[src/rtl/cpu_defs.sv]
// Shared definitions for the data-memory arbiter: memory size, FSM encoding,
// port indices and a port-to-one-hot helper.
package cpu_defs;

  localparam int SIZE = 1024;

  typedef enum logic [1:0] {
    ST_IDLE   = 2'd0,
    ST_ACCESS = 2'd1,
    ST_RESP   = 2'd2
  } state_e;

  localparam logic PORT_CPU = 1'b0;
  localparam logic PORT_LDR = 1'b1;

  function automatic logic [1:0] port_oh(input logic p);
    return p ? 2'b10 : 2'b01;
  endfunction

endpackage

[src/rtl/dmarb_arbiter.sv]
// Two-way combinational grant. With RR_EN a tie goes to the port not granted
// last (last_i); otherwise port 0 always wins.
module dmarb_arbiter #(
  parameter bit RR_EN = 1'b0
) (
  input  logic [1:0] req_i,
  input  logic       last_i,
  output logic [1:0] gnt_o
);

  logic pick1;

  always_comb begin
    pick1 = 1'b0;
    gnt_o = 2'b00;
    if (req_i[0] && req_i[1]) pick1 = RR_EN && !last_i;
    else                      pick1 = req_i[1];
    if (|req_i) gnt_o = pick1 ? 2'b10 : 2'b01;
  end

endmodule

[src/rtl/data_mem_arbiter.sv]
// Two-port arbiter in front of a single-cycle data memory, one transaction in
// flight. Define DATA_MEM_ARBITER_RR_EN for round-robin instead of fixed priority.
module data_mem_arbiter
  import cpu_defs::*;
#(
  parameter int MEM_BYTES = SIZE,
  parameter int ADDR_W    = 64,
  parameter int DATA_W    = 64
) (
  input  logic              Clock,
  input  logic              ResetN,
  input  logic [1:0]        ReqValid,
  output logic [1:0]        ReqReady,
  input  logic [1:0]        ReqWrite,
  input  logic [ADDR_W-1:0] Req0Addr,
  input  logic [ADDR_W-1:0] Req1Addr,
  input  logic [DATA_W-1:0] Req0WData,
  input  logic [DATA_W-1:0] Req1WData,
  output logic [1:0]        RspValid,
  input  logic [1:0]        RspReady,
  output logic [DATA_W-1:0] RspRData,
  output logic              RspErr,
  output logic [ADDR_W-1:0] MemAddress,
  output logic [DATA_W-1:0] MemWriteData,
  output logic              MemRead,
  output logic              MemWrite,
  input  logic [DATA_W-1:0] MemReadData,
  output logic              Busy
);

  localparam logic [ADDR_W:0] ACC_BYTES = (ADDR_W+1)'(DATA_W / 8);
  localparam logic [ADDR_W:0] MEM_LIMIT = (ADDR_W+1)'(MEM_BYTES);

  state_e            state_q;
  logic              port_q, write_q, busy_q;
  logic [1:0]        rsp_vld_q;
  logic [DATA_W-1:0] rsp_data_q, mem_wdata_q;
  logic              rsp_err_q, mem_rd_q, mem_wr_q;
  logic [ADDR_W-1:0] mem_addr_q;

  logic [1:0]        gnt;
  logic              last_gnt, accept, sel, sel_wr, legal;
  logic [ADDR_W-1:0] sel_addr;
  logic [DATA_W-1:0] sel_wdata;

`ifdef DATA_MEM_ARBITER_RR_EN
  localparam bit RR_EN = 1'b1;
  logic last_gnt_q;
  always_ff @(posedge Clock or negedge ResetN) begin
    if (!ResetN)     last_gnt_q <= PORT_LDR;
    else if (accept) last_gnt_q <= sel;
  end
  assign last_gnt = last_gnt_q;
`else
  localparam bit RR_EN = 1'b0;
  assign last_gnt = PORT_LDR;
`endif

  dmarb_arbiter #(.RR_EN(RR_EN)) u_arb (
    .req_i  (ReqValid),
    .last_i (last_gnt),
    .gnt_o  (gnt)
  );

  assign accept    = (state_q == ST_IDLE) && (|gnt);
  assign sel       = gnt[1];
  assign sel_wr    = ReqWrite[sel];
  assign sel_addr  = sel ? Req1Addr : Req0Addr;
  assign sel_wdata = sel ? Req1WData : Req0WData;
  // Bound check done one bit wider so addresses near the top cannot wrap.
  assign legal     = (sel_addr[2:0] == 3'b000) && (({1'b0, sel_addr} + ACC_BYTES) <= MEM_LIMIT);

  assign ReqReady     = (accept && ResetN) ? gnt : 2'b00;
  assign RspValid     = rsp_vld_q;
  assign RspRData     = rsp_data_q;
  assign RspErr       = rsp_err_q;
  assign MemAddress   = mem_addr_q;
  assign MemWriteData = mem_wdata_q;
  assign MemRead      = mem_rd_q;
  assign MemWrite     = mem_wr_q;
  assign Busy         = busy_q;

  always_ff @(posedge Clock or negedge ResetN) begin
    if (!ResetN) begin
      state_q     <= ST_IDLE;
      port_q      <= PORT_CPU;
      write_q     <= 1'b0;
      busy_q      <= 1'b0;
      rsp_vld_q   <= 2'b00;
      rsp_data_q  <= '0;
      rsp_err_q   <= 1'b0;
      mem_rd_q    <= 1'b0;
      mem_wr_q    <= 1'b0;
      mem_addr_q  <= '0;
      mem_wdata_q <= '0;
    end else begin
      case (state_q)
        ST_IDLE: if (accept) begin
          port_q  <= sel;
          write_q <= sel_wr;
          busy_q  <= 1'b1;
          if (legal) begin
            state_q     <= ST_ACCESS;
            mem_rd_q    <= !sel_wr;
            mem_wr_q    <= sel_wr;
            mem_addr_q  <= sel_addr;
            mem_wdata_q <= sel_wdata;
          end else begin
            // Rejected accesses skip the memory entirely.
            state_q    <= ST_RESP;
            rsp_vld_q  <= port_oh(sel);
            rsp_err_q  <= 1'b1;
            rsp_data_q <= '0;
          end
        end
        ST_ACCESS: begin
          state_q     <= ST_RESP;
          mem_rd_q    <= 1'b0;
          mem_wr_q    <= 1'b0;
          mem_addr_q  <= '0;
          mem_wdata_q <= '0;
          rsp_vld_q   <= port_oh(port_q);
          rsp_err_q   <= 1'b0;
          rsp_data_q  <= write_q ? '0 : MemReadData;
        end
        ST_RESP: if (RspReady[port_q]) begin
          state_q    <= ST_IDLE;
          busy_q     <= 1'b0;
          rsp_vld_q  <= 2'b00;
          rsp_err_q  <= 1'b0;
          rsp_data_q <= '0;
        end
        default: state_q <= ST_IDLE;
      endcase
    end
  end

endmodule
[config.mk]
export PLATFORM = sky130hd
export DESIGN_NAME = data_mem_arbiter
export DESIGN_NICKNAME = d
export VERILOG_FILES = /design/src/rtl/cpu_defs.sv /design/src/rtl/dmarb_arbiter.sv /design/src/rtl/data_mem_arbiter.sv
export SDC_FILE = /design/constraint.sdc
export NUM_CORES = 1
export LEC_CHECK = 0
export ABC_AREA = 0
export BUFFER_PORTS_ARGS = -buffer_cell sky130_fd_sc_hd__buf_2
export CORE_AREA = 2 2 208 210
export DETAILED_ROUTE_END_ITERATION = 6
export DIE_AREA = 0 0 210 212
export SLEW_MARGIN = 20
export SYNTH_ARGS = -nofsm -noshare
export SYNTH_HDL_FRONTEND = slang
export SYNTH_HIERARCHICAL = 1
export SYNTH_SLANG_ARGS = --single-unit
[constraint.sdc]
create_clock -name Clock -period 7.68 [get_ports Clock]
set_input_delay 0.768 -clock Clock [delete_from_list [all_inputs] [get_ports Clock]]
set_output_delay 0.768 -clock Clock [all_outputs]
set_load 0.01 [all_outputs]
==> impl_metrics.ini, run 1 <==
[final_layout]
finalNetCount = 2111
final_cells = 2341
drive_gt1_frac = 0.3802
layout-area-overhead-vs-synth_pct = 30.88

[worst_setup_path]
cp.buffers_inverters = 5
path_depth = 16
cp-end-kind = flip-flop
r2r_slack_ns = 4.66
slowest_delay_ns = 0.60
r2r-start = state_q[0]$_DFFE_PN0P_
start_kind = input pin
required_ns = 8.07
cp_top_family = simple AND/OR/NAND/NOR gates
crit_fanout = 87
rr_endpoint = RspRData[13]$_DFFE_PN0P_
crit_chain = buf_2, nor2b_4, buf_12, buf_4, nand3_1, a22oi_1, nand3_1, or2_1, a221o_1, or4b_2, nor4_1, and4_4, buf_12, a21oi_4, buf_8, and2_1
crit_path_top_delay_cell = or4b_2
r2r_cells = 6
path_class = input pin to flip-flop
cp_data_arrival_time_ns = 6.13

[power]
p_clk_frac = 0.383
irDropWorstVdd_v = 0.0001294
p_sw_uw = 804.5
combPwrFrac = 0.215
power_switching_share = 0.2946
p_leak_uw = 0.008062
p_seq_frac = 0.402
powerDensity_nw_per_um2 = 168.3
internal-power_uw = 1926

[clocking]
clock_latency_ns = 0.52
cts-root-buf = clkbuf_16
cts_tree = yes
cts_setup_buffers = 0
cts_htree_levels = 1
cts_resized = 0
clockBufferDepth = 3
ctsHoldBuffers = 0
cts_buffers = 23
clock_sinks = 202
cts.clk_slew.worst_paths_ns = 0.06

[logic_synthesis]
synthesis.area_um2 = 12390
yosysWarnings = 6
synthCells = 1282
syn_area_per_cell_um2 = 9.668
syn_nets = 1615

[placed_design]
dp_cells = 2298
pre_cts_slack_ns = 1.471
place_congestion = 0.9575
port-buffer-count = 527
hpwl_mm = 35.72

[min_path]
hold_path_class = input pin to async pin

[detailed_routing]
ant_nets = 0
drt-total-wl_mm = 44.95
wl_per_cell_um = 19.20
dr.pass1.iters = 5
drt_iter0_markers = 738
detail_route.drc_violations = 0
num_vias = 11700
post_drt_via_cell_ratio = 4.998

[floorplanning]
die_y_um = 212
core.rowCount = 76
die_area_um2 = 44520
io_pins = 528
start_util = 0.2916
die_w_um = 210
coreArea_um2 = 42510

[flow_run]
cap_violations = 0

[timing]
tightestPinTransition_ns = 1.010
skew_ns = 0.02155
fmax_mhz = 174.0
rsz0062_at_grt = false
hold_violations = 0
slew_violations = 0
tns_ns = 0
fin_ws_ns = 1.933
setup_viol = 0
period_needed_ns = 5.747
holdWs_ns = 0.1843
fin_crit_sh = 0.7483
relSlewSlack = 0.3268

[outcome]
status = finished clean

[grt]
grt_pass1_wl_mm = 68.11
grt_max_degree = 88
grt_antenna_before_repair = 7
grt.total_usage = 0.1936
grt-ovfl-total = 0
grt_pass1_vias = 12040
==> cells in the final DEF (no fill, tap or decap), types with 5 or more instances in the layout <==
cell and instances:
mux2_2 81, a22oi_1 16, and3_1 10, clkinv_2 7
inv_1 85, ha_1 5, clkbuf_16 23, nand3_1 49
clkbuf_8 5, and2_1 61, or3_1 6, o21ai_0 19
o211ai_1 6, nand4b_1 15, xnor2_1 13, a21o_1 10
nand2_1 120, a31oi_1 6, mux2i_1 172, nor2b_1 7
a211oi_1 17, o22ai_1 6, nand3b_1 28, a21oi_1 25
buf_2 526, or4_1 9, dfrtp_1 202, nor4_1 9
buf_4 10, nand4_1 33, nor3_1 19, nor2_1 93
==> layout make-up <==
| cell class | instances | area (um2) |
|---|---|---|
| diodes | 1 | 2.502 |
| clock buffers | 29 | 638.1 |
| multi-input cells | 925 | 6660 |
| clock inverters | 12 | 83.83 |
| repair buffers | 540 | 2776 |
| well taps | 546 | 683.2 |
| fillers | 4281 | 26280 |
| inverters | 86 | 322.8 |
| flip-flops and latches | 202 | 5055 |
==> worst max-delay path by stage <==
stage / start / to / slack [ns]
after detailed placement: ReqValid[0] / MemAddress[52]$_DFFE_PN0P_ / 1.47
after CTS: ReqValid[0] / MemAddress[52]$_DFFE_PN0P_ / 2.02
final: ReqValid[0] / MemAddress[32]$_DFFE_PN0P_ / 1.93
after global routing: ReqValid[0] / MemAddress[59]$_DFFE_PN0P_ / 1.58
after global placement: ReqValid[0] / MemAddress[25]$_DFFE_PN0P_ / 1.63
after floorplan: ReqValid[1] / MemWriteData[24]$_DFFE_PN0P_ / 1.68
==> stage by stage <==
step           instance area (um2)    util  power, uW
2_1_floorplan                12390       -       1479
3_3_place_gp                 15480  0.3642       1701
3_5_place_dp                 15480  0.3642       1704
4_1_cts                      16200  0.3812       2764
5_1_grt                      16220  0.3816       2854
6_report                     16220  0.3816       2731
==> worst reg2reg max path: stages (launching register included) <==
cell	delay, ns
dfrtp_1	0.37
inv_1	0.08
ha_1	0.31
inv_1	0.58
o21a_4	0.82
buf_4	0.51
mux2i_1	0.26
==> power groups by stage <==
stage	combinational (uW)	sequential, uW	clock (uW)
6_report	587	1100	1050
4_1_cts	589	1100	1080
5_1_grt	634	1100	1120
2_1_floorplan	362	1120	0
3_3_place_gp	585	1120	0
3_5_place_dp	587	1120	0
==> flip-flops by register name, summed over array words and instances (netlist names) <==
name / count
MemAddress: 64
MemWriteData: 64
RspRData: 64
RspValid: 2
state_q: 2
Busy: 1
MemRead: 1
MemWrite: 1
RspErr: 1
port_q: 1
write_q: 1
==> layer usage <==
layer | vias to the layer above | part of all wire | global-route usage
met5 | - | 0.0016 | 0
met4 | 10 | 0.023 | 0.05380
met3 | 73 | 0.077 | 0.04431
met2 | 511 | 0.49 | 0.3349
met1 | 5547 | 0.41 | 0.2423
li1 | 5559 | - | -
Power figures use the tool's default switching activity.
==> run 2, diff against run 1 <==
Clock period 7.68 ns to 5.2 ns, I/O delays scaled along.
==> impl_metrics.ini, run 2 (synthesis gave the netlist of run 1 again) <==
[outcome]
status = finished clean

[timing]
hold_violations = 0
fmax_mhz = 211.5
period_needed_ns = 4.727
skew_ns = 0.01827
fin_ws_ns = 0.4727
rsz0062_at_grt = false
relSlewSlack = 0.3979
fin_crit_sh = 0.9091
setup_viol = 0
holdWs_ns = 0.2303
tightestPinTransition_ns = 0.9010
tns_ns = 0
slew_violations = 0

[power]
powerDensity_nw_per_um2 = 249.0
p_leak_uw = 0.008306
finalPower_uw = 4147
irDropWorstVdd_v = 0.0002140

[floorplanning]
io_pins = 528
coreArea_um2 = 42510
die_area_um2 = 44520
start_util = 0.2916
core.rowCount = 76
die_y_um = 212
die_w_um = 210

[placed_design]
place_congestion = 0.9547
hpwl_mm = 35.63
dp_cells = 2337
pre_cts_slack_ns = 0.1438
port-buffer-count = 527

[worst_setup_path]
cp_top_family = compound AO/OA/AOI/OAI gates
start_kind = input pin
path_class = input pin to flip-flop
cp_common_cell = buf_12
slowest_delay_ns = 0.52
crit_fanout = 145
r2r_cells = 9
r2r_slack_ns = 2.86
cp-end-kind = flip-flop
cp.buffers_inverters = 5
cp_data_arrival_time_ns = 5.12
crit_path_top_delay_cell = a2111oi_0
crit_chain = buf_2, nor2b_4, buf_12, nand4_1, a21oi_1, nand3_1, or3_1, a2111oi_0, o21ai_0, a2111oi_0, buf_4, and4_4, buf_12, buf_12, mux2i_1, nor2_1
rr_endpoint = MemWriteData[27]$_DFFE_PN0P_
r2r-start = state_q[0]$_DFFE_PN0P_
required_ns = 5.59

[grt]
grt_max_degree = 146
grt_pass1_vias = 12010
grt_antenna_before_repair = 4
grt-ovfl-total = 0
grt_pass1_wl_mm = 67.80
grt.total_usage = 0.1931

[final_layout]
final_cells = 2379
drive_gt1_frac = 0.3914
layout_commonest_cell = buf_2
layout_common_cells = buf_2 (526), dfrtp_1 (202), mux2i_1 (172)
finalNetCount = 2149
layout-area-overhead-vs-synth_pct = 34.37

[detailed_routing]
drt-total-wl_mm = 44.84
dr.pass1.iters = 6
wl_per_cell_um = 18.85
ant_nets = 0
post_drt_via_cell_ratio = 4.974
detail_route.drc_violations = 0
num_vias = 11830
drt_iter0_markers = 698

[clocking]
cts_setup_buffers = 0
cts_buffers = 22
clockBufferDepth = 3
clock_sinks = 202
cts_tree = yes
cts_resized = 0
cts.clk_slew.worst_paths_ns = 0.06
ctsHoldBuffers = 1
clock_latency_ns = 0.52
cts-root-buf = clkbuf_16
cts_htree_levels = 1

[min_path]
hold_path_class = input pin to flip-flop
min_from = MemReadData[62]
hold_path_end = RspRData[62]$_DFFE_PN0P_
min_path_cells = 3

[flow_run]
cap_violations = 0
## run 2: changes by cell type in the layout (fill, tap and decap cells not counted), moves of 2 or more
cell and delta:
buf_4 +29, buf_12 +10, bufinv_16 +3, clkbuf_1 +3, clkbuf_8 -2, clkinv_2 -2
## run 2: stage by stage
stage          area, um2    util
2_1_floorplan      12420       -
3_3_place_gp       15900  0.3740
3_5_place_dp       15900  0.3740
4_1_cts            16650  0.3918
5_1_grt            16650  0.3918
6_report           16650  0.3918
## run 2: routing by layer
| layer | share of wire | GRT usage | vias up |
|---|---|---|---|
| met5 | 0.00076 | 0 | - |
| met4 | 0.025 | 0.05331 | 6 |
| met3 | 0.072 | 0.04136 | 72 |
| met2 | 0.50 | 0.3472 | 465 |
| met1 | 0.40 | 0.2330 | 5646 |
| li1 | - | - | 5644 |
## run 2: how the worst max path moves through the flow
| stage | startpoint | depth (start not counted) | slack [ns] | endpoint |
|---|---|---|---|---|
| floorplan | ReqValid[1] | 24 | 0.03 | MemWriteData[24]$_DFFE_PN0P_ |
| global placement | ReqValid[0] | 15 | 0.17 | MemWriteData[36]$_DFFE_PN0P_ |
| detailed placement | ReqValid[0] | 18 | 0.14 | MemWriteData[36]$_DFFE_PN0P_ |
| CTS | ReqValid[0] | 16 | 0.65 | MemWriteData[27]$_DFFE_PN0P_ |
| global route | ReqValid[0] | 16 | 0.29 | MemWriteData[4]$_DFFE_PN0P_ |
| finish | ReqValid[0] | 16 | 0.47 | MemWriteData[27]$_DFFE_PN0P_ |
## run 2: final cells by class
| class | instances | area, um2 |
|---|---|---|
| antenna | 1 | 2.502 |
| sequential | 202 | 5055 |
| timing repair buffer | 579 | 3189 |
| tap | 546 | 683.2 |
| clock buffer | 29 | 596.8 |
| fill | 4287 | 25850 |
| inverter | 86 | 322.8 |
| multi-input combinational | 925 | 6658 |
| clock inverter | 11 | 147.6 |
## run 2: tightest hold or removal path: cells and delay by family
family,cells,cell delay [ns]
buffers and inverters,1,0.09
and+or+nand+nor,1,0.04
muxes,1,0.05
## run 2: power breakdown
group	switching, uW	internal (uW)
clock network	657	964
logic	499	406
registers	23.4	1600
total	1180	2970
